<file path="config.mk">
export PLATFORM = sky130hd
export DESIGN_NAME = fir_sched
export DESIGN_NICKNAME = d
export VERILOG_FILES = /design/src/rtl/fir_sched_pkg.sv /design/src/rtl/fir_axil_master.sv /design/src/rtl/fir_sched.sv
export SDC_FILE = /design/constraint.sdc
export NUM_CORES = 1
export LEC_CHECK = 0
export CORE_MARGIN = 3
export CORE_UTILIZATION = 40
export CTS_BUF_LIST = sky130_fd_sc_hd__clkbuf_4
export DETAILED_ROUTE_END_ITERATION = 8
export HOLD_SLACK_MARGIN = 0.15
export PLACE_DENSITY = 0.66
export SLEW_MARGIN = 20
export SYNTH_ARGS = -nofsm -noshare
export SYNTH_HDL_FRONTEND = slang
export SYNTH_HIERARCHICAL = 1
export SYNTH_SLANG_ARGS = --single-unit
</file>
<file path="constraint.sdc">
create_clock -name axis_clk -period 12.8 [get_ports axis_clk]
set_input_delay 3.84 -clock axis_clk [delete_from_list [all_inputs] [get_ports axis_clk]]
set_output_delay 3.84 -clock axis_clk [all_outputs]
set_load 0.01 [all_outputs]
</file>
<file path="src/rtl/fir_sched_pkg.sv">
// ============================================================================
// Module      : fir_sched_pkg
// Description : Shared FIR register map, ap_ctrl bit positions and scheduler
//               state encoding.
// Revision    : 1.0 - initial release
// ============================================================================
`default_nettype none

package fir_sched_pkg;

    localparam int unsigned c_ofs_ctrl = 32'h00;
    localparam int unsigned c_ofs_len  = 32'h10;
    localparam int unsigned c_ofs_tap  = 32'h40;

    localparam int c_bit_start = 0;
    localparam int c_bit_done  = 1;
    localparam int c_bit_idle  = 2;

    typedef enum logic [2:0] {
        ST_IDLE      = 3'd0,
        ST_CHK_IDLE  = 3'd1,
        ST_WR_LEN    = 3'd2,
        ST_WR_TAP    = 3'd3,
        ST_WR_START  = 3'd4,
        ST_STREAM    = 3'd5,
        ST_WAIT_DONE = 3'd6,
        ST_DONE      = 3'd7
    } fir_state_e;

    function automatic int unsigned tap_offset(input int unsigned idx);
        return c_ofs_tap + 4 * idx;
    endfunction

endpackage

`default_nettype wire

</file>
<file path="src/rtl/fir_axil_master.sv">
// ============================================================================
// Module      : fir_axil_master
// Description : Single-beat AXI-Lite master; one read or write per req pulse,
//               done pulses one cycle after the last handshake.
// Revision    : 1.0 - initial release
// ============================================================================
`default_nettype none

module fir_axil_master
    import fir_sched_pkg::*;
#(
    parameter int DATA_WIDTH = 32,
    parameter int ADDR_WIDTH = 12
) (
    input  logic                  axis_clk,
    input  logic                  axis_rst_n,
    input  logic                  req,
    input  logic                  wr,
    input  logic [ADDR_WIDTH-1:0] addr,
    input  logic [DATA_WIDTH-1:0] data,
    output logic                  done,
    output logic [DATA_WIDTH-1:0] rdata,
    output logic [ADDR_WIDTH-1:0] m_awaddr,
    output logic                  m_awvalid,
    input  logic                  m_awready,
    output logic [DATA_WIDTH-1:0] m_wdata,
    output logic                  m_wvalid,
    input  logic                  m_wready,
    output logic [ADDR_WIDTH-1:0] m_araddr,
    output logic                  m_arvalid,
    input  logic                  m_arready,
    input  logic [DATA_WIDTH-1:0] m_rdata,
    input  logic                  m_rvalid,
    output logic                  m_rready
);

    logic                  r_busy;
    logic                  r_wr_op;
    logic                  r_aw_pend;
    logic                  r_w_pend;
    logic                  r_ar_pend;
    logic                  r_r_pend;
    logic                  r_done;
    logic [ADDR_WIDTH-1:0] r_addr;
    logic [DATA_WIDTH-1:0] r_data;
    logic [DATA_WIDTH-1:0] r_rdata;
    logic                  w_aw_left;
    logic                  w_w_left;

    // Address and data channels retire independently; the write ends when both have.
    assign w_aw_left = r_aw_pend & ~m_awready;
    assign w_w_left  = r_w_pend  & ~m_wready;

    always_ff @(posedge axis_clk or negedge axis_rst_n) begin
        if (!axis_rst_n) begin
            r_busy    <= 1'b0;
            r_wr_op   <= 1'b0;
            r_aw_pend <= 1'b0;
            r_w_pend  <= 1'b0;
            r_ar_pend <= 1'b0;
            r_r_pend  <= 1'b0;
            r_done    <= 1'b0;
            r_addr    <= '0;
            r_data    <= '0;
            r_rdata   <= '0;
        end else begin
            r_done <= 1'b0;
            if (!r_busy) begin
                if (req) begin
                    r_busy    <= 1'b1;
                    r_wr_op   <= wr;
                    r_addr    <= addr;
                    r_data    <= wr ? data : '0;
                    r_aw_pend <= wr;
                    r_w_pend  <= wr;
                    r_ar_pend <= ~wr;
                end
            end else if (r_wr_op) begin
                r_aw_pend <= w_aw_left;
                r_w_pend  <= w_w_left;
                if (!w_aw_left && !w_w_left) begin
                    r_busy <= 1'b0;
                    r_done <= 1'b1;
                end
            end else begin
                if (r_ar_pend && m_arready) begin
                    r_ar_pend <= 1'b0;
                    r_r_pend  <= 1'b1;
                end
                if (r_r_pend && m_rvalid) begin
                    r_r_pend <= 1'b0;
                    r_rdata  <= m_rdata;
                    r_busy   <= 1'b0;
                    r_done   <= 1'b1;
                end
            end
        end
    end

    assign m_awvalid = r_aw_pend;
    assign m_awaddr  = r_aw_pend ? r_addr : '0;
    assign m_wvalid  = r_w_pend;
    assign m_wdata   = r_w_pend ? r_data : '0;
    assign m_arvalid = r_ar_pend;
    assign m_araddr  = r_ar_pend ? r_addr : '0;
    assign m_rready  = r_r_pend;
    assign done      = r_done;
    assign rdata     = r_rdata;

endmodule

`default_nettype wire

</file>
<file path="src/rtl/fir_sched.sv">
// ============================================================================
// Module      : fir_sched
// Description : Job scheduler for an AXI-Lite/AXI-Stream FIR: programs length
//               and taps, starts the core, streams samples and waits for done.
// Revision    : 1.0 - initial release
// ============================================================================
`default_nettype none

module fir_sched
    import fir_sched_pkg::*;
#(
    parameter int DATA_WIDTH = 32,
    parameter int ADDR_WIDTH = 12,
    parameter int NUM_TAP    = 11
) (
    input  logic                         axis_clk,
    input  logic                         axis_rst_n,
    input  logic                         cmd_start,
    input  logic [31:0]                  cmd_len,
    output logic                         cmd_busy,
    output logic                         cmd_done,
    output logic                         cmd_err,
    output logic [$clog2(NUM_TAP)-1:0]   coef_addr,
    input  logic [DATA_WIDTH-1:0]        coef_data,
    output logic [ADDR_WIDTH-1:0]        awaddr,
    output logic                         awvalid,
    input  logic                         awready,
    output logic [DATA_WIDTH-1:0]        wdata,
    output logic                         wvalid,
    input  logic                         wready,
    output logic [ADDR_WIDTH-1:0]        araddr,
    output logic                         arvalid,
    input  logic                         arready,
    input  logic [DATA_WIDTH-1:0]        rdata,
    input  logic                         rvalid,
    output logic                         rready,
    input  logic                         src_tvalid,
    input  logic [DATA_WIDTH-1:0]        src_tdata,
    output logic                         src_tready,
    output logic                         ss_tvalid,
    output logic [DATA_WIDTH-1:0]        ss_tdata,
    output logic                         ss_tlast,
    input  logic                         ss_tready,
    input  logic                         sm_tvalid,
    input  logic [DATA_WIDTH-1:0]        sm_tdata,
    input  logic                         sm_tlast,
    output logic                         sm_tready,
    output logic                         dst_tvalid,
    output logic [DATA_WIDTH-1:0]        dst_tdata,
    output logic                         dst_tlast,
    input  logic                         dst_tready
);

    localparam int TAP_W = $clog2(NUM_TAP);

    fir_state_e            r_state;
    fir_state_e            w_state_nxt;
    logic [31:0]           r_len;
    logic [31:0]           r_in_cnt;
    logic [31:0]           r_out_cnt;
    logic [TAP_W-1:0]      r_tap;
    logic                  r_inflight;
    logic                  r_err;
    logic                  w_bus_state;
    logic                  w_req;
    logic                  w_wr;
    logic [ADDR_WIDTH-1:0] w_addr;
    logic [DATA_WIDTH-1:0] w_data;
    logic                  w_mdone;
    logic [DATA_WIDTH-1:0] w_mrdata;
    logic                  w_in_act;
    logic                  w_out_act;
    logic                  w_unused;

    always_ff @(posedge axis_clk or negedge axis_rst_n) begin
        if (!axis_rst_n) begin
            r_state <= ST_IDLE;
        end else begin
            r_state <= w_state_nxt;
        end
    end

    always_comb begin
        w_state_nxt = r_state;
        w_bus_state = 1'b0;
        w_wr        = 1'b0;
        w_addr      = '0;
        w_data      = '0;
        case (r_state)
            ST_IDLE: begin
                if (cmd_start && (cmd_len != 32'd0)) begin
                    w_state_nxt = ST_CHK_IDLE;
                end
            end
            ST_CHK_IDLE: begin
                w_bus_state = 1'b1;
                w_addr      = ADDR_WIDTH'(c_ofs_ctrl);
                if (w_mdone && w_mrdata[c_bit_idle]) begin
                    w_state_nxt = ST_WR_LEN;
                end
            end
            ST_WR_LEN: begin
                w_bus_state = 1'b1;
                w_wr        = 1'b1;
                w_addr      = ADDR_WIDTH'(c_ofs_len);
                w_data      = DATA_WIDTH'(r_len);
                if (w_mdone) begin
                    w_state_nxt = ST_WR_TAP;
                end
            end
            ST_WR_TAP: begin
                w_bus_state = 1'b1;
                w_wr        = 1'b1;
                w_addr      = ADDR_WIDTH'(tap_offset(32'(r_tap)));
                w_data      = coef_data;
                if (w_mdone && (r_tap == TAP_W'(NUM_TAP - 1))) begin
                    w_state_nxt = ST_WR_START;
                end
            end
            ST_WR_START: begin
                w_bus_state         = 1'b1;
                w_wr                = 1'b1;
                w_addr              = ADDR_WIDTH'(c_ofs_ctrl);
                w_data[c_bit_start] = 1'b1;
                if (w_mdone) begin
                    w_state_nxt = ST_STREAM;
                end
            end
            ST_STREAM: begin
                if ((r_in_cnt == r_len) && (r_out_cnt == r_len)) begin
                    w_state_nxt = ST_WAIT_DONE;
                end
            end
            ST_WAIT_DONE: begin
                w_bus_state = 1'b1;
                w_addr      = ADDR_WIDTH'(c_ofs_ctrl);
                if (w_mdone && w_mrdata[c_bit_done]) begin
                    w_state_nxt = ST_DONE;
                end
            end
            ST_DONE: begin
                w_state_nxt = ST_IDLE;
            end
            default: begin
                w_state_nxt = ST_IDLE;
            end
        endcase
    end

    // One request per bus transaction: re-armed the cycle after the master reports done.
    assign w_req = w_bus_state & ~r_inflight;

    always_ff @(posedge axis_clk or negedge axis_rst_n) begin
        if (!axis_rst_n) begin
            r_len      <= 32'd0;
            r_in_cnt   <= 32'd0;
            r_out_cnt  <= 32'd0;
            r_tap      <= '0;
            r_inflight <= 1'b0;
            r_err      <= 1'b0;
        end else begin
            r_err <= 1'b0;
            if ((r_state == ST_IDLE) && cmd_start) begin
                if (cmd_len == 32'd0) begin
                    r_err <= 1'b1;
                end else begin
                    r_len     <= cmd_len;
                    r_in_cnt  <= 32'd0;
                    r_out_cnt <= 32'd0;
                end
            end
            if (ss_tvalid && ss_tready) begin
                r_in_cnt <= r_in_cnt + 32'd1;
            end
            if (dst_tvalid && dst_tready) begin
                r_out_cnt <= r_out_cnt + 32'd1;
            end
            if (w_req) begin
                r_inflight <= 1'b1;
            end else if (w_mdone) begin
                r_inflight <= 1'b0;
            end
            if (r_state == ST_WR_LEN) begin
                r_tap <= '0;
            end else if ((r_state == ST_WR_TAP) && w_mdone) begin
                r_tap <= r_tap + TAP_W'(1);
            end
        end
    end

    fir_axil_master #(
        .DATA_WIDTH (DATA_WIDTH),
        .ADDR_WIDTH (ADDR_WIDTH)
    ) u_axil_master (
        .axis_clk   (axis_clk),
        .axis_rst_n (axis_rst_n),
        .req        (w_req),
        .wr         (w_wr),
        .addr       (w_addr),
        .data       (w_data),
        .done       (w_mdone),
        .rdata      (w_mrdata),
        .m_awaddr   (awaddr),
        .m_awvalid  (awvalid),
        .m_awready  (awready),
        .m_wdata    (wdata),
        .m_wvalid   (wvalid),
        .m_wready   (wready),
        .m_araddr   (araddr),
        .m_arvalid  (arvalid),
        .m_arready  (arready),
        .m_rdata    (rdata),
        .m_rvalid   (rvalid),
        .m_rready   (rready)
    );

    assign w_in_act  = (r_state == ST_STREAM) && (r_in_cnt < r_len);
    assign w_out_act = (r_state == ST_STREAM) && (r_out_cnt < r_len);

    assign ss_tvalid  = w_in_act & src_tvalid;
    assign ss_tdata   = ss_tvalid ? src_tdata : '0;
    assign ss_tlast   = ss_tvalid && (r_in_cnt == r_len - 32'd1);
    assign src_tready = w_in_act & ss_tready;

    // The core's own tlast is not trusted; framing comes from the output count.
    assign dst_tvalid = w_out_act & sm_tvalid;
    assign dst_tdata  = dst_tvalid ? sm_tdata : '0;
    assign dst_tlast  = dst_tvalid && (r_out_cnt == r_len - 32'd1);
    assign sm_tready  = w_out_act & dst_tready;

    assign cmd_busy  = (r_state != ST_IDLE);
    assign cmd_done  = (r_state == ST_DONE);
    assign cmd_err   = r_err;
    assign coef_addr = (r_state == ST_WR_TAP) ? r_tap : '0;

    assign w_unused = ^{sm_tlast, w_mrdata};

endmodule

`default_nettype wire

</file>
# Yosys cells after proc, flatten, opt, wreduce, memory -nomap -nowiden
# Index checks and enable logic that the tools add are counted.
[totals]
regBits = 159
input_bits = 172
output_inout_bits = 137
word_cells = 151
[op_classes]
add_sub_neg = 5
order_cmp = 2
n_eq_ne = 24
n_mux = 50
bitwise_logic = 14
reduce_logical = 39
[ops]
columns = ["operator", "n"]
rows = [
  ["$mux 32", 8],
  ["$eq 32x32->1", 4],
  ["$add 32x1->32 const B", 2],
  ["$lt 32x32->1", 2],
  ["$pmux 31 s2", 1],
  ["$logic_not 32->1", 1],
  ["$reduce_bool 32->1", 1],
  ["$sub 32x1->32 const B", 1],
  ["$mux 1", 26],
  ["$mux 12", 2],
  ["$pmux 3 s8", 1],
  ["$mux 3", 7],
  ["$logic_and 1x1->1", 16],
  ["$ne 2x2->1 const B", 8],
  ["$pmux 8 s2", 1],
  ["$eq 3x3->1 const B", 4],
  ["$mux 4", 3],
  ["$reduce_bool 2->1", 6],
  ["$reduce_and 2->1", 5],
  ["$reduce_and 3->1", 3],
  ["$add 7x6->8 const A", 1],
  ["$ne 2x1->1 const B", 4],
  ["$and 1x1->1", 7],
  ["$not 1->1", 7],
  ["11 further kinds", 13],
]

# Longest topological paths before layout
[logic_depth]
word_depth = 7
depth_mapped = 13

# By module
# The synthesis kept the hierarchy.
[by_module_without_submodules]
columns = ["module", "n_inst", "cells_per_inst", "area_each_um2"]
rows = [
  ["fir_sched", 1, 1168, 9616.7],
  ["fir_axil_master", 1, 323, 3828.7],
]

# Worst setup path before layout
# No wires, ideal clock.
[synth_timing]
kind = "in2out"
start = "input sm_tvalid"
end = "output dst_tdata[22]"
t_arrival_ns = 4.732
t_required_ns = 8.960
setup_slack_ns = 4.228
path_stages = 3
path_cell_list = "nor3b_1 > clkbuf_1 > and2_1"
[synth_via]
elab_chain_len = 2
[synth_rtl]
columns = ["element", "line", "rtl"]
rows = [
  ["start: declaration", "fir_sched.sv:44", "input logic sm_tvalid,"],
  ["$and 1x1->1", "fir_sched.sv:226", "assign dst_tvalid = w_out_act & sm_tvalid;"],
  ["named net dst_tvalid", "fir_sched.sv:48", "output logic dst_tvalid,"],
  ["$mux 32", "fir_sched.sv:227", "assign dst_tdata = dst_tvalid ? sm_tdata : '0;"],
  ["end: declaration", "fir_sched.sv:49", "output logic [DATA_WIDTH-1:0] dst_tdata,"],
]
# The timed path passes the listed nets, and every way through them passes these cells.

# Worst setup path in the final report
[layout_timing]
start = "input src_tvalid"
end = "output ss_tlast"
[layout_via]
elab_chain_len = 2
[layout_rtl]
columns = ["element", "line", "rtl"]
rows = [
  ["start: declaration", "fir_sched.sv:37", "input logic src_tvalid,"],
  ["$and 1x1->1", "fir_sched.sv:220", "assign ss_tvalid = w_in_act & src_tvalid;"],
  ["$logic_and 1x1->1", "fir_sched.sv:222", "assign ss_tlast = ss_tvalid && (r_in_cnt == r_len - 32'd1);"],
  ["end: declaration", "fir_sched.sv:42", "output logic ss_tlast,"],
]
# No other way between the ends.

==> metrics.md <==
| Metric | Value |
|---|---|
| Result of the run | finished clean |
| Hold Path End | r_inflight |
| P&R area growth vs syn | 25.5% |
| Number of hold violations in the final report | 0 |
| Worst clock skew on the final layout | roughly 32 ps |
| TritonCTS clock tree | built |
| Nets | 1875 |
| Die W | 181 um |
| Number of H-tree branching levels | 4 |
| First-pass GRT wire length | 59400 um |
| Overall die area | 0.0327 sq mm |
| Initial Util | 40.9% |
| Crit path arrival time | 6390 ps |
| Avg Vias per Cell | 5.61 |
| I/O pin count | around 300 |
| Core area | 0.0299 sq mm |
| TNS Setup | 0 ps |
| Clock edge transition at the registers on the reported setup and hold paths | between 100 and 150 ps |
| Clock Sinks | 158 |
| Worst Path Class, Setup | primary input to primary output |
| Final estimated routing congestion in global placement | around 0.94 |
| Drt first-iter violations | 952 |
| Number of fillers in the final layout | 2826 |
| CTS Buffer Depth | 2 |
| Transition time at the pin with the least slew margin | 1100 ps |
| Classification of the worst-slack hold path | flip-flop to flip-flop |
| Crit path cell chain | clkdlybuf4s50_1 -> and2_1 -> and4_1 -> clkdlybuf4s50_1 |
| Via count of the first global-routing pass | 10789 |
| Number of vias after detailed routing | ~11000 |
| Antenna violations before repair | 0 |
| Type of destination of the critical path | primary output |
| Synth Cell Area | 0.0122 sq mm |
| Worst max-slew margin expressed relative to the limit | 26.9% |
| Detailed-routing iteration count for the pre-antenna-repair pass | 6 |
| Reg2Reg Depth | 11 |
| Quantity of I/O buffers inserted on ports | 277 |
| Yosys warning count | 6 |
| Post-route DRC violation count | 0 |
| Grt ovf | 0 |
| Period minus WS final | 10230 ps |
| Maximum fanout encountered on the critical timing path | 34 |
| RSZ-0062 raised after global routing | false |
| Detailed placement HPWL | 29300 um |
| Worst flop-to-flop path startpoint | r_len[27] |
| Hold-fix buffers, CTS | 0 |
| Num CTS Buffers | 17 |
| # Post-CTS Setup Buffers | 0 |
| Data required time of the critical path | 8960 ps |
| Total power draw | 2.32 mW |
| Antenna diodes | 0 |
| Destination of the worst register-to-register timing path | r_in_cnt[4] |
| Slowest Stage Delay on Critical Path | 1000 ps |
| Start point of the worst min-delay path | r_inflight |
| Die Y-Extent | 181 um |
| Number of max-cap violations | 0 |
| Clock Latency Late Sink | 610 ps |
| Power density relative to cell area | 151 mW/mm^2 |
| Num rows | between 60 and 70 |
| Worst hold stages | 1 |
| Slowest stage cell, crit path | clkdlybuf4s50_1 |
| Clock Tree Root | clkbuf_4 |
| Worst hold slack | between 500 and 600 ps |
| Maximum number of pins on one net before global-route repair | 84 |
| Final std cell area, no fill | between 0.015 and 0.02 sq mm |
| Cell leakage power | between 6 and 7 nW |
| Synthesized area per cell | 8.55 sq um |
| Setup violation total in the final timing report | 0 |
| Period utilisation layout | 79.9% |
| R2r setup slk | 8520 ps |
| CP dominant cell by count | clkdlybuf4s50_1 |
| Proportion of layout cells with a drive suffix above 1 | 7.29% |
| Number of instances in the synthesized netlist | 1430 |
| Final max-slew violation count | 0 |
| WL final | 37800 um |
| Post-route ant nets | 0 |
| Startpoint Class | primary input |
| Wire per inst | 18.5 um |
| Worst-case vdd ir drop | 0.0611 mV |
| Cell area after placement | approximately 0.015 sq mm |
| Fmax | 97.7 MHz |
| Total global-route track usage | 22.4% |
| Post-CTS resize count | 0 |
-- how the worst max path moves through the flow --
stage | slack (ps) | cells after the start | start | end
after floorplan | 4230 | 3 | sm_tvalid | dst_tdata[22]
after global placement | 2580 | 4 | src_tvalid | ss_tlast
after detailed placement | 2560 | 4 | src_tvalid | ss_tlast
after CTS | 2550 | 4 | src_tvalid | ss_tlast
after global routing | 2400 | 4 | src_tvalid | ss_tlast
final | 2570 | 4 | src_tvalid | ss_tlast
-- final cells by class --
cell class                      instances  area (sq um)  share of cell area [%]
Timing Repair Buffer                  287          2850                    18.6
Multi-Input combinational cell       1078          7470                    48.6
Clock inverter                         13           108                   0.701
Inverter                               92           345                    2.25
Clock buffer                           19           143                   0.929
Sequential cell                       158          3950                    25.8
Tap cell                              390           488                    3.18
-- state kept, by name, summed over array words and instances (netlist names), 2 cells and up --
signal and count:
r_in_cnt 32, u_axil_master/rdata 2, u_axil_master/r_addr 12, r_len 32
r_tap 4, r_out_cnt 32, r_state 3, u_axil_master/r_data 32
-- metal layers --
layer	global-route usage, %	vias up	wire [um]
met5	0	-	0
met4	6.54	0	994
met3	4.15	45	2520
met1	31.2	5472	17200
li1	-	5523	-
met2	35.8	397	17100
-- worst max-delay path, delay by kind of cell --
family	cells	cell delay, ps
AND/OR/NAND/NOR	2	980
buffers and inverters	2	1570
-- report_power, final --
group	switching, mW	internal (mW)	total [mW]
Sequential	0.227	0.630	0.857
Clock	0.202	0.0853	0.288
Combinational	0.622	0.554	1.18
Total	1.05	1.27	2.32
-- through the flow --
| stage | cells | worst slack (ps) | utilization (%) |
|---|---|---|---|
| global route | 2037 | 2400 | 51.4 |
| CTS | 2037 | 2550 | 51.4 |
| detailed placement | 2005 | 2560 | 50.5 |
| floorplan | 1436 | 4230 | - |
| finish | 2037 | 2570 | 51.4 |
| global placement | 2005 | 2580 | 50.5 |
-- cell usage in the layout, fill, tap and decap left out, types with 58 or more instances in the layout --
master / count
ha_1: 69
xnor2_1: 58
nor2_1: 90
o21ai_0: 107
and2_1: 72
nand2_1: 91
clkdlybuf4s50_1: 276
nand3_1: 62
dfrtp_1: 158
inv_1: 92
No activity file was read; power rests on OpenSTA's default activity.
